`src/rtl/if_fetch.sv`:
```
// if_fetch: instruction-fetch stage and its IF/ID pipeline register.
//
// It owns the PC and a level request/ack handshake to instruction memory.
// Each acked word is handed to decode through the IF/ID register.
// Taken branches from decode redirect the PC after the delay slot, which is
// the instruction at the current pc. When that delay-slot fetch has not been
// acked yet, the target is parked in a pending register until the ack arrives.
//
// Ports:
//   clk              clock, all state updates on the rising edge
//   rst              synchronous reset, active low
//   stall_i[5:0]     ctrl stall vector: [0] PC, [1] IF/ID, [2] decode
//   branch_flag_i    decode: taken branch/jump this cycle
//   branch_target_i  decode: branch target; bits [1:0] ignored
//   inst_req_o       instruction memory request (level)
//   inst_addr_o      fetch address (word aligned pc)
//   inst_ack_i       memory: inst_data_i valid, completes the request
//   inst_data_i      fetched instruction word
//   stallreq_o       to ctrl: fetch outstanding and not acked this cycle
//   pc_o / inst_o    IF/ID register contents presented to decode
module if_fetch #(
    parameter logic [31:0] RESET_PC = 32'h0000_0000,
    parameter logic [31:0] NOP_INST = 32'h0000_0000
) (
    input  logic        clk,
    input  logic        rst,
    input  logic [5:0]  stall_i,
    input  logic        branch_flag_i,
    input  logic [31:0] branch_target_i,
    output logic        inst_req_o,
    output logic [31:0] inst_addr_o,
    input  logic        inst_ack_i,
    input  logic [31:0] inst_data_i,
    output logic        stallreq_o,
    output logic [31:0] pc_o,
    output logic [31:0] inst_o
);

    logic [31:0] pc_q, pc_d;
    logic        pend_valid_q, pend_valid_d;
    logic [31:0] pend_target_q, pend_target_d;
    logic [31:0] pc_o_q, pc_o_d;
    logic [31:0] inst_o_q, inst_o_d;

    logic        advance;
    logic        accept;
    logic        take_now;
    logic [31:0] target_aligned;

    // Upper stall bits belong to later stages; target low bits are dropped.
    logic unused_bits;
    assign unused_bits = ^{stall_i[5:3], branch_target_i[1:0]};

    // Request is abandoned outright during reset; memory must tolerate that.
    assign inst_req_o  = rst;
    assign inst_addr_o = {pc_q[31:2], 2'b00};
    assign stallreq_o  = inst_req_o & ~inst_ack_i;

    assign target_aligned = {branch_target_i[31:2], 2'b00};

    // advance: the word at pc is consumed this edge and pc may move on.
    // A word acked while PC or IF/ID is stalled is dropped and refetched.
    assign advance  = inst_ack_i & ~stall_i[0] & ~stall_i[1];
    // accept: the branch in decode actually leaves decode this edge.
    assign accept   = branch_flag_i & ~stall_i[2];
    // take_now: the delay slot is captured on the same edge as the branch.
    assign take_now = accept & advance;

    always_comb begin
        pc_d          = pc_q;
        pend_valid_d  = pend_valid_q;
        pend_target_d = pend_target_q;

        if (advance) begin
            if (pend_valid_q)  pc_d = pend_target_q;
            else if (take_now) pc_d = target_aligned;
            else               pc_d = pc_q + 32'd4;
            pend_valid_d = 1'b0;
        end else if (accept && !pend_valid_q) begin
            // Delay slot still in flight: remember where to go once it lands.
            // A second accept while pending is illegal and ignored, so the
            // first target is kept.
            pend_valid_d  = 1'b1;
            pend_target_d = target_aligned;
        end
    end

    always_comb begin
        pc_o_d   = pc_o_q;
        inst_o_d = inst_o_q;
        if (stall_i[1]) begin
            // Decode also stalled: hold. Otherwise decode moves on, feed a bubble.
            if (!stall_i[2]) begin
                pc_o_d   = 32'h0;
                inst_o_d = NOP_INST;
            end
        end else if (inst_ack_i) begin
            pc_o_d   = pc_q;
            inst_o_d = inst_data_i;
        end else begin
            pc_o_d   = 32'h0;
            inst_o_d = NOP_INST;
        end
    end

    always_ff @(posedge clk) begin
        if (!rst) begin
            pc_q          <= RESET_PC;
            pend_valid_q  <= 1'b0;
            pend_target_q <= 32'h0;
            pc_o_q        <= 32'h0;
            inst_o_q      <= NOP_INST;
        end else begin
            pc_q          <= pc_d;
            pend_valid_q  <= pend_valid_d;
            pend_target_q <= pend_target_d;
            pc_o_q        <= pc_o_d;
            inst_o_q      <= inst_o_d;
        end
    end

    assign pc_o   = pc_o_q;
    assign inst_o = inst_o_q;

endmodule

```
`config.mk`:
```
export PLATFORM = sky130hd
export DESIGN_NAME = if_fetch
export DESIGN_NICKNAME = d
export VERILOG_FILES = /design/src/rtl/if_fetch.sv
export SDC_FILE = /design/constraint.sdc
export NUM_CORES = 1
export LEC_CHECK = 0
export ABC_AREA = 1
export ABC_CLOCK_PERIOD_IN_PS = 1700
export CORE_ASPECT_RATIO = 0.7
export CORE_UTILIZATION = 42
export CTS_CLUSTER_DIAMETER = 60
export DETAILED_ROUTE_END_ITERATION = 10
export PLACE_DENSITY = 0.72
export SYNTH_ARGS = -nofsm -noshare
export SYNTH_HDL_FRONTEND = slang
export SYNTH_SLANG_ARGS = --single-unit
```
`constraint.sdc`:
```
create_clock -name clk -period 1.7 [get_ports clk]
set_clock_uncertainty 0.05 [all_clocks]
set_input_delay 0.255 -clock clk [delete_from_list [all_inputs] [get_ports clk]]
set_output_delay 0.255 -clock clk [all_outputs]
set_load 0.02 [all_outputs]
```
## After elaboration in Yosys (flattened, before gate mapping)

Cells that the tools add are included.

- Add/sub/neg operators: 1
- Equality and inequality tests: 1
- Mux-type cells: 7
- Bitwise logic cells: 11
- Reduce and logical (&&, ||, !) cells: 4

Operators by type and width:

| kind | count |
|---|---|
| $mux W32 | 7 |
| $add A32 B3 Y32 const B | 1 |
| $not A1 Y1 | 6 |
| $and A1 B1 Y1 | 5 |
| $ne A2 B2 Y1 const B | 1 |
| $reduce_and A2 Y1 | 1 |
| $reduce_or A2 Y1 | 1 |
| $logic_and A1 B1 Y1 | 1 |
| $logic_not A1 Y1 | 1 |

- Register bits: 127
- Bits of input ports: 74
- Output and inout bits: 98
- Logic and storage cells: 29

## Depth between registers and ports, before layout

Gate-level depths: netlist of run 1.

- Depth in word-level cells: 6
- Gate-level depth with buffers: 12

## Worst setup path before layout of run 1

No wires, ideal clock.

- Path type: register to register
- Start: reg pc_q[3]
- End: reg pc_q[24]
- Library setup time: 0.112 ns
- Arrival: 1.499 ns
- Required time: 1.538 ns
- Setup slack: 0.038 ns
- Stages on the path, launching flop included: 13
- Path through: dfxtp_1 > ha_1 > nand2_2 > nor2_4 > nand2_1 > nor2_2 > nand2_1 > nand2_1 > nand2_1 > nand2_1 > nand2_1 > nand2_1 > nand2_1

- Longest elaborated chain between the ends: 3

RTL lines:

| element | RTL line | source |
|---|---|---|
| start: declaration | 39 | `logic [31:0] pc_q, pc_d;` |
| start signal: assignment | 114 | `pc_q <= pc_d;` |
| $add A32 B3 Y32 | 77 | `else pc_d = pc_q + 32'd4;` |
| $mux W32 | 76 | `else if (take_now) pc_d = target_aligned;` |
| $mux W32 | 75 | `if (pend_valid_q) pc_d = pend_target_q;` |

No other way between the ends.
A chain may end at the register's enable or synchronous reset.

==> reports/qor.txt, run 1 <==
CP Class = flip-flop to output pin
Fillers = 1227
num rows = 35
critical path cell sequence = clkdlybuf4s50_1
via/cell ratio = 4.82
slowest CP cell = clkdlybuf4s50_1
crit path buf inv count = 1
final instance area = 8620 um^2
initial DRC count = 437
synth-to-layout area growth = 48.5%
Worst EP arrival = 1.36 ns
clock tree buffer depth = 2
Synth cell types = 29
WP data required = 1.39 ns
Critical Path Fanout Max = 3
Root Driver = clkbuf_16
max_slew headroom = 0.622
DRC = 0
Max Slew Vio Count = 0
Hold WC Path Type = input port to flip-flop
Slew @ Worst Pin = 0.566 ns
GRT overflow = 0
Clock Latency Late Sink = 0.41 ns
Tcrit/Tclk final = 0.982
die width = 143 um
I/O pin count = 172
max-cap viol count = 0
number of global-route vias before repair = 5698
Synth async-reset ratio = 0
mapped cell area = 5810 um^2
LEAKAGE = 4.16 nW
most common cell after layout, fill and taps aside = nand2_1
nets = 1145
drt total wl = 17900 um
final setup fails = 0
most frequent cells in the layout = nand2_1, a21oi_1, dfxtp_1
CP max stage delay = 0.61 ns
remaining antenna violation count = 0
status = complete, no violations
EDFF count, synth = 0
Placed Instance Area = 7890 um^2
CORE AREA = 13300 um^2
post-synthesis sequential area ratio = 0.428
synthesized area per cell = 6.59 um^2
CTS tree = built
DRT Pass-1 Iters = 6
IO Port Bufs = 164
Critical Path Start Type = flip-flop
dpl hpwl = 12200 um
share of cells above drive strength 1 = 0.121
CTS Hold Buffers Added = 0
flops & latches, synth = 124
f_max = 599 MHz
Final Hold Viols = 0
Die Y = 100 um
Ys Warns = 0
Max VDD drop = 0.000737 V
Critical Path Sink Type = output pin
Initial Util = 0.436
P per Cell Area = 902 nW/um^2
antenna violations before repair = 0
Reg clk slew, reported paths = 0.06 ns
Fin Setup TNS = 0 ns
ys flop type = dfxtp_1
first-pass GRT wire length = 28400 um
n_diodes = 0
largest net degree at the start of global routing = 54
post-DR wirelength/cell = 14.1 um
GRT Util Overall = 0.253
Post-Synthesis Cells = 881
Die ar. = 14300 um^2
RePlAce Congestion = 0.857
DR vias = 6109
RSZ-0062 raised after global routing = true
total CTS buffers = 17
total clock sinks = 124
H-tree levels = 4
cell family with most CP delay = buffers and inverters
post-layout min period = 1.67 ns
==> flip-flops by register name, indices dropped and copies added (netlist names) <==
signal,count
pc_o,31
pend_valid_q,1
pend_target_q,30
pc_q,30
inst_o,32
==> synth_stat cells (2+ instances only) <==
master    instances  area, um^2
and2_1            2        12.5
nor2_1           41         154
buf_6             2        22.5
dfxtp_1         124        2480
o21ai_0          40         200
buf_1            12        45.0
buf_4             4        30.0
nand3_1          36         180
nand2_1         354        1330
xor2_1            6        52.6
clkbuf_1         17        63.8
a21oi_1         115         576
inv_1            70         263
o21bai_1          2        15.0
buf_2            10        50.1
clkinv_1          4        15.0
nor2_2            4        25.0
nand2_2           6        37.5
inv_2             8        30.0
xnor2_1           4        35.0
nand2_4           2        22.5
o22ai_1           3        18.8
nor2_4            9         101
==> area by class of cell <==
cell class | instances | area (um^2) | area share
Timing Repair Buffer | 214 | 2110 | 0.244
Tap cell | 185 | 231 | 0.0268
Inverter | 82 | 309 | 0.0358
Multi-Input combinational cell | 631 | 2830 | 0.328
Sequential cell | 124 | 2500 | 0.290
Clock inverter | 13 | 188 | 0.0218
Clock buffer | 19 | 453 | 0.0525
==> repair_timing <==
item	CTS	global route
endpoints found under the setup margin	36	45
buffers inserted	0	2
resized for setup	37	46
pin swaps	0	8
==> where the power goes <==
part / internal [W] / total, W / switching (W) / leakage [nW]
Sequential: 0.00300 / 0.00306 / 0.0000545 / 1.01
Combinational: 0.000358 / 0.000784 / 0.000426 / 2.84
Clock: 0.00254 / 0.00394 / 0.00140 / 0.306
==> cell families (layout without fill, tap and decap cells) <==
group,after synthesis,after routing,share of synthesized area
AND/OR/NAND/NOR,456,456,0.323
AO/OA/AOI/OAI,162,162,0.142
buffers and inverters,127,328,0.0894
flip-flops,124,124,0.428
XOR/XNOR,10,10,0.0151
adder cells (fa/ha/maj),1,1,0.00215
other,1,2,0.000646
==> path summary, 6_finish.rpt <==
| check | from | end | slack (ns) | depth (start not counted) |
|---|---|---|---|---|
| max reg2reg | pc_q[2] | pc_q[12] | 0.09 | 10 |
| min | inst_data_i[3] | inst_o[3] | 0.35 | 3 |
| max | pc_o[1] | pc_o[0] | 0.03 | 1 |
| min reg2reg | pc_o[1] | pc_o[1] | 0.40 | 2 |
==> per-layer routing <==
layer | vias up | wire, um | GRT usage
met4 | 0 | 246 | 0.0720
met5 | - | 0 | 0
met2 | 191 | 8150 | 0.409
li1 | 3127 | - | -
met3 | 23 | 1180 | 0.0606
met1 | 2768 | 8290 | 0.336
==> per-stage QoR <==
stage / hold slack (ns) / util / power, W / worst slack [ns] / instances
CTS: 0.340 / 0.639 / 0.00780 / 0.00453 / 1266
finish: 0.347 / 0.648 / 0.00778 / 0.0300 / 1268
floorplan: 0.343 / - / 0.00350 / 0.0383 / 882
detailed placement: 0.389 / 0.593 / 0.00391 / -0.292 / 1234
global placement: 0.389 / 0.593 / 0.00391 / -0.244 / 1234
global route: 0.347 / 0.648 / 0.00801 / -0.0356 / 1268
Note: power is estimated with default switching activity, not from simulation.
==> run 2, diff against run 1 <==
--- a/config.mk
+++ b/config.mk
@@ -7,7 +7,6 @@
 export LEC_CHECK = 0
 export ABC_AREA = 1
 export ABC_CLOCK_PERIOD_IN_PS = 1700
-export CORE_ASPECT_RATIO = 0.7
 export CORE_UTILIZATION = 42
 export CTS_CLUSTER_DIAMETER = 60
 export DETAILED_ROUTE_END_ITERATION = 10
==> run 2 against run 1 <==
Effect of this change:
- register-to-register slack improved by 0.02 ns
- combinational power increased by 2%
- core utilization decreased by 0.41 points
- routed wire length decreased by 4.7%
- critical endpoint is now pc_o[30]
- critical path type unchanged
==> reports/qor.txt, run 2 (synthesis gave the netlist of run 1 again) <==
Tcrit/Tclk final = 0.982 (about the same)
Hold WC Path Type = input port to flip-flop (unchanged)
final setup fails = 0 (unchanged)
num rows = 42 (was 35)
critical path cell sequence = clkdlybuf4s50_1 (unchanged)
Critical Path Fanout Max = 2 (was 3)
Root Driver = clkbuf_16 (unchanged)
GRT overflow = 0 (unchanged)
post-layout min period = 1.67 ns (about the same)
RSZ-0062 raised after global routing = false (was true)
DR vias = 6042 (was 6109)
Setup WS post-layout = 0.0302 ns (was 0.0300 ns)
Hold Slack = 0.343 ns (was 0.347 ns)
total CTS buffers = 17 (unchanged)
total clock sinks = 124 (unchanged)
post-DR wirelength/cell = 13.5 um (was 14.1 um)
via/cell ratio = 4.79 (was 4.82)
dpl hpwl = 12200 um (about the same)
RePlAce Congestion = 0.850 (was 0.857)
Die Y = 120 um (was 100 um)
GRT Util Overall = 0.244 (was 0.253)
Reg clk slew, reported paths = 0.06 ns (about the same)
Pwr Total = 0.00732 W (was 0.00778 W)
WP data required = 1.39 ns (about the same)
Max VDD drop = 0.000673 V (was 0.000737 V)
Fillers = 1250 (was 1227)
nets = 1148 (was 1145)
Initial Util = 0.435 (was 0.436)
I/O pin count = 172 (unchanged)
CTS tree = built (unchanged)
CORE AREA = 13300 um^2 (about the same)
share of cells above drive strength 1 = 0.121 (about the same)
die width = 120 um (was 143 um)
CP max stage delay = 0.61 ns (about the same)
Final Hold Viols = 0 (unchanged)
first-pass GRT wire length = 27700 um (was 28400 um)
DRT Pass-1 Iters = 5 (was 6)
LEAKAGE = 4.17 nW (was 4.16 nW)
n_diodes = 0 (unchanged)
largest net degree at the start of global routing = 63 (was 54)
Worst EP arrival = 1.36 ns (about the same)
remaining antenna violation count = 0 (unchanged)
CTS Hold Buffers Added = 0 (unchanged)
cell family with most CP delay = buffers and inverters (unchanged)
f_max = 599 MHz (about the same)
antenna violations before repair = 0 (unchanged)
drt total wl = 17000 um (was 17900 um)
max reg flops = 32 (unchanged)
Critical Path Start Type = flip-flop (unchanged)
CP Class = flip-flop to output pin (unchanged)
P per Cell Area = 852 nW/um^2 (was 902 nW/um^2)
Post-Place Worst Slack = -0.224 ns (was -0.292 ns)
max-cap viol count = 0 (unchanged)
Die ar. = 14300 um^2 (about the same)
most frequent cells in the layout = nand2_1, a21oi_1, dfxtp_1 (unchanged)
clock tree buffer depth = 2 (unchanged)
slowest CP cell = clkdlybuf4s50_1 (unchanged)
status = complete, no violations (unchanged)
initial DRC count = 384 (was 437)
DRC = 0 (unchanged)
H-tree levels = 4 (unchanged)
number of global-route vias before repair = 5673 (was 5698)
Max Slew Vio Count = 0 (unchanged)
Clock Latency Late Sink = 0.42 ns (was 0.41 ns)
IO Port Bufs = 164 (unchanged)
Critical Path Sink Type = output pin (unchanged)
synth-to-layout area growth = 48.0% (was 48.5%)
most common cell after layout, fill and taps aside = nand2_1 (unchanged)
crit path buf inv count = 1 (unchanged)
run 2: layer usage:
metal	part of all wire	track usage	up-vias
met5	0	0	-
met4	0.013	0.0781	0
met3	0.064	0.0480	19
met2	0.46	0.401	202
met1	0.47	0.322	2689
li1	-	-	3132
run 2: what timing repair did:
item / in CTS / in global routing
pin swaps: 0 / 4
setup buffers: 0 / 1
gates resized for setup: 39 / 43
cloned: 0 / 0
endpoints found under the setup margin: 37 / 43
run 2: cell type report:
type                    instances  area [um^2]  share of cell area
multi-input cells             631         2820               0.328
inverters                      82          308              0.0358
clock buffers                  19          443              0.0516
well taps                     176          220              0.0256
clock inverters                13          125              0.0146
flip-flops and latches        124         2500               0.291
repair buffers                217         2170               0.253
run 2: worst paths after layout:
kind	cells past startpoint	slack [ns]	to	startpoint
worst max-delay path	1	0.03	pc_o[30]	pc_o[30]
worst min-delay path	3	0.34	inst_o[28]	inst_data_i[28]
worst max register to register	10	0.11	pc_q[12]	pc_q[3]
worst min register to register	2	0.40	pend_target_q[14]	pend_target_q[14]
run 2: power breakdown:
group          internal (W)  total [W]  switching, W
Combinational      0.000379   0.000801      0.000422
Sequential          0.00301    0.00306     0.0000535
Clock               0.00217    0.00346       0.00129
run 2: per-stage QoR:
step	setup TNS, ns	util	std cells	area, um^2
floorplan	0	-	882	5810
detailed placement	-8.98	0.597	1229	7960
finish	0	0.644	1262	8590
global placement	-8.06	0.597	1229	7960
global route	0	0.644	1262	8590
CTS	0	0.636	1261	8490
==> run 3, diff against run 2 <==
--- a/config.mk
+++ b/config.mk
@@ -10,6 +10,7 @@
 export CORE_UTILIZATION = 42
 export CTS_CLUSTER_DIAMETER = 60
 export DETAILED_ROUTE_END_ITERATION = 10
+export GPL_TIMING_DRIVEN = 1
 export PLACE_DENSITY = 0.72
 export SYNTH_ARGS = -nofsm -noshare
 export SYNTH_HDL_FRONTEND = slang
==> results of run 3 <==
Same layout as run 2: the final DEF is identical, and so are final timing and power.
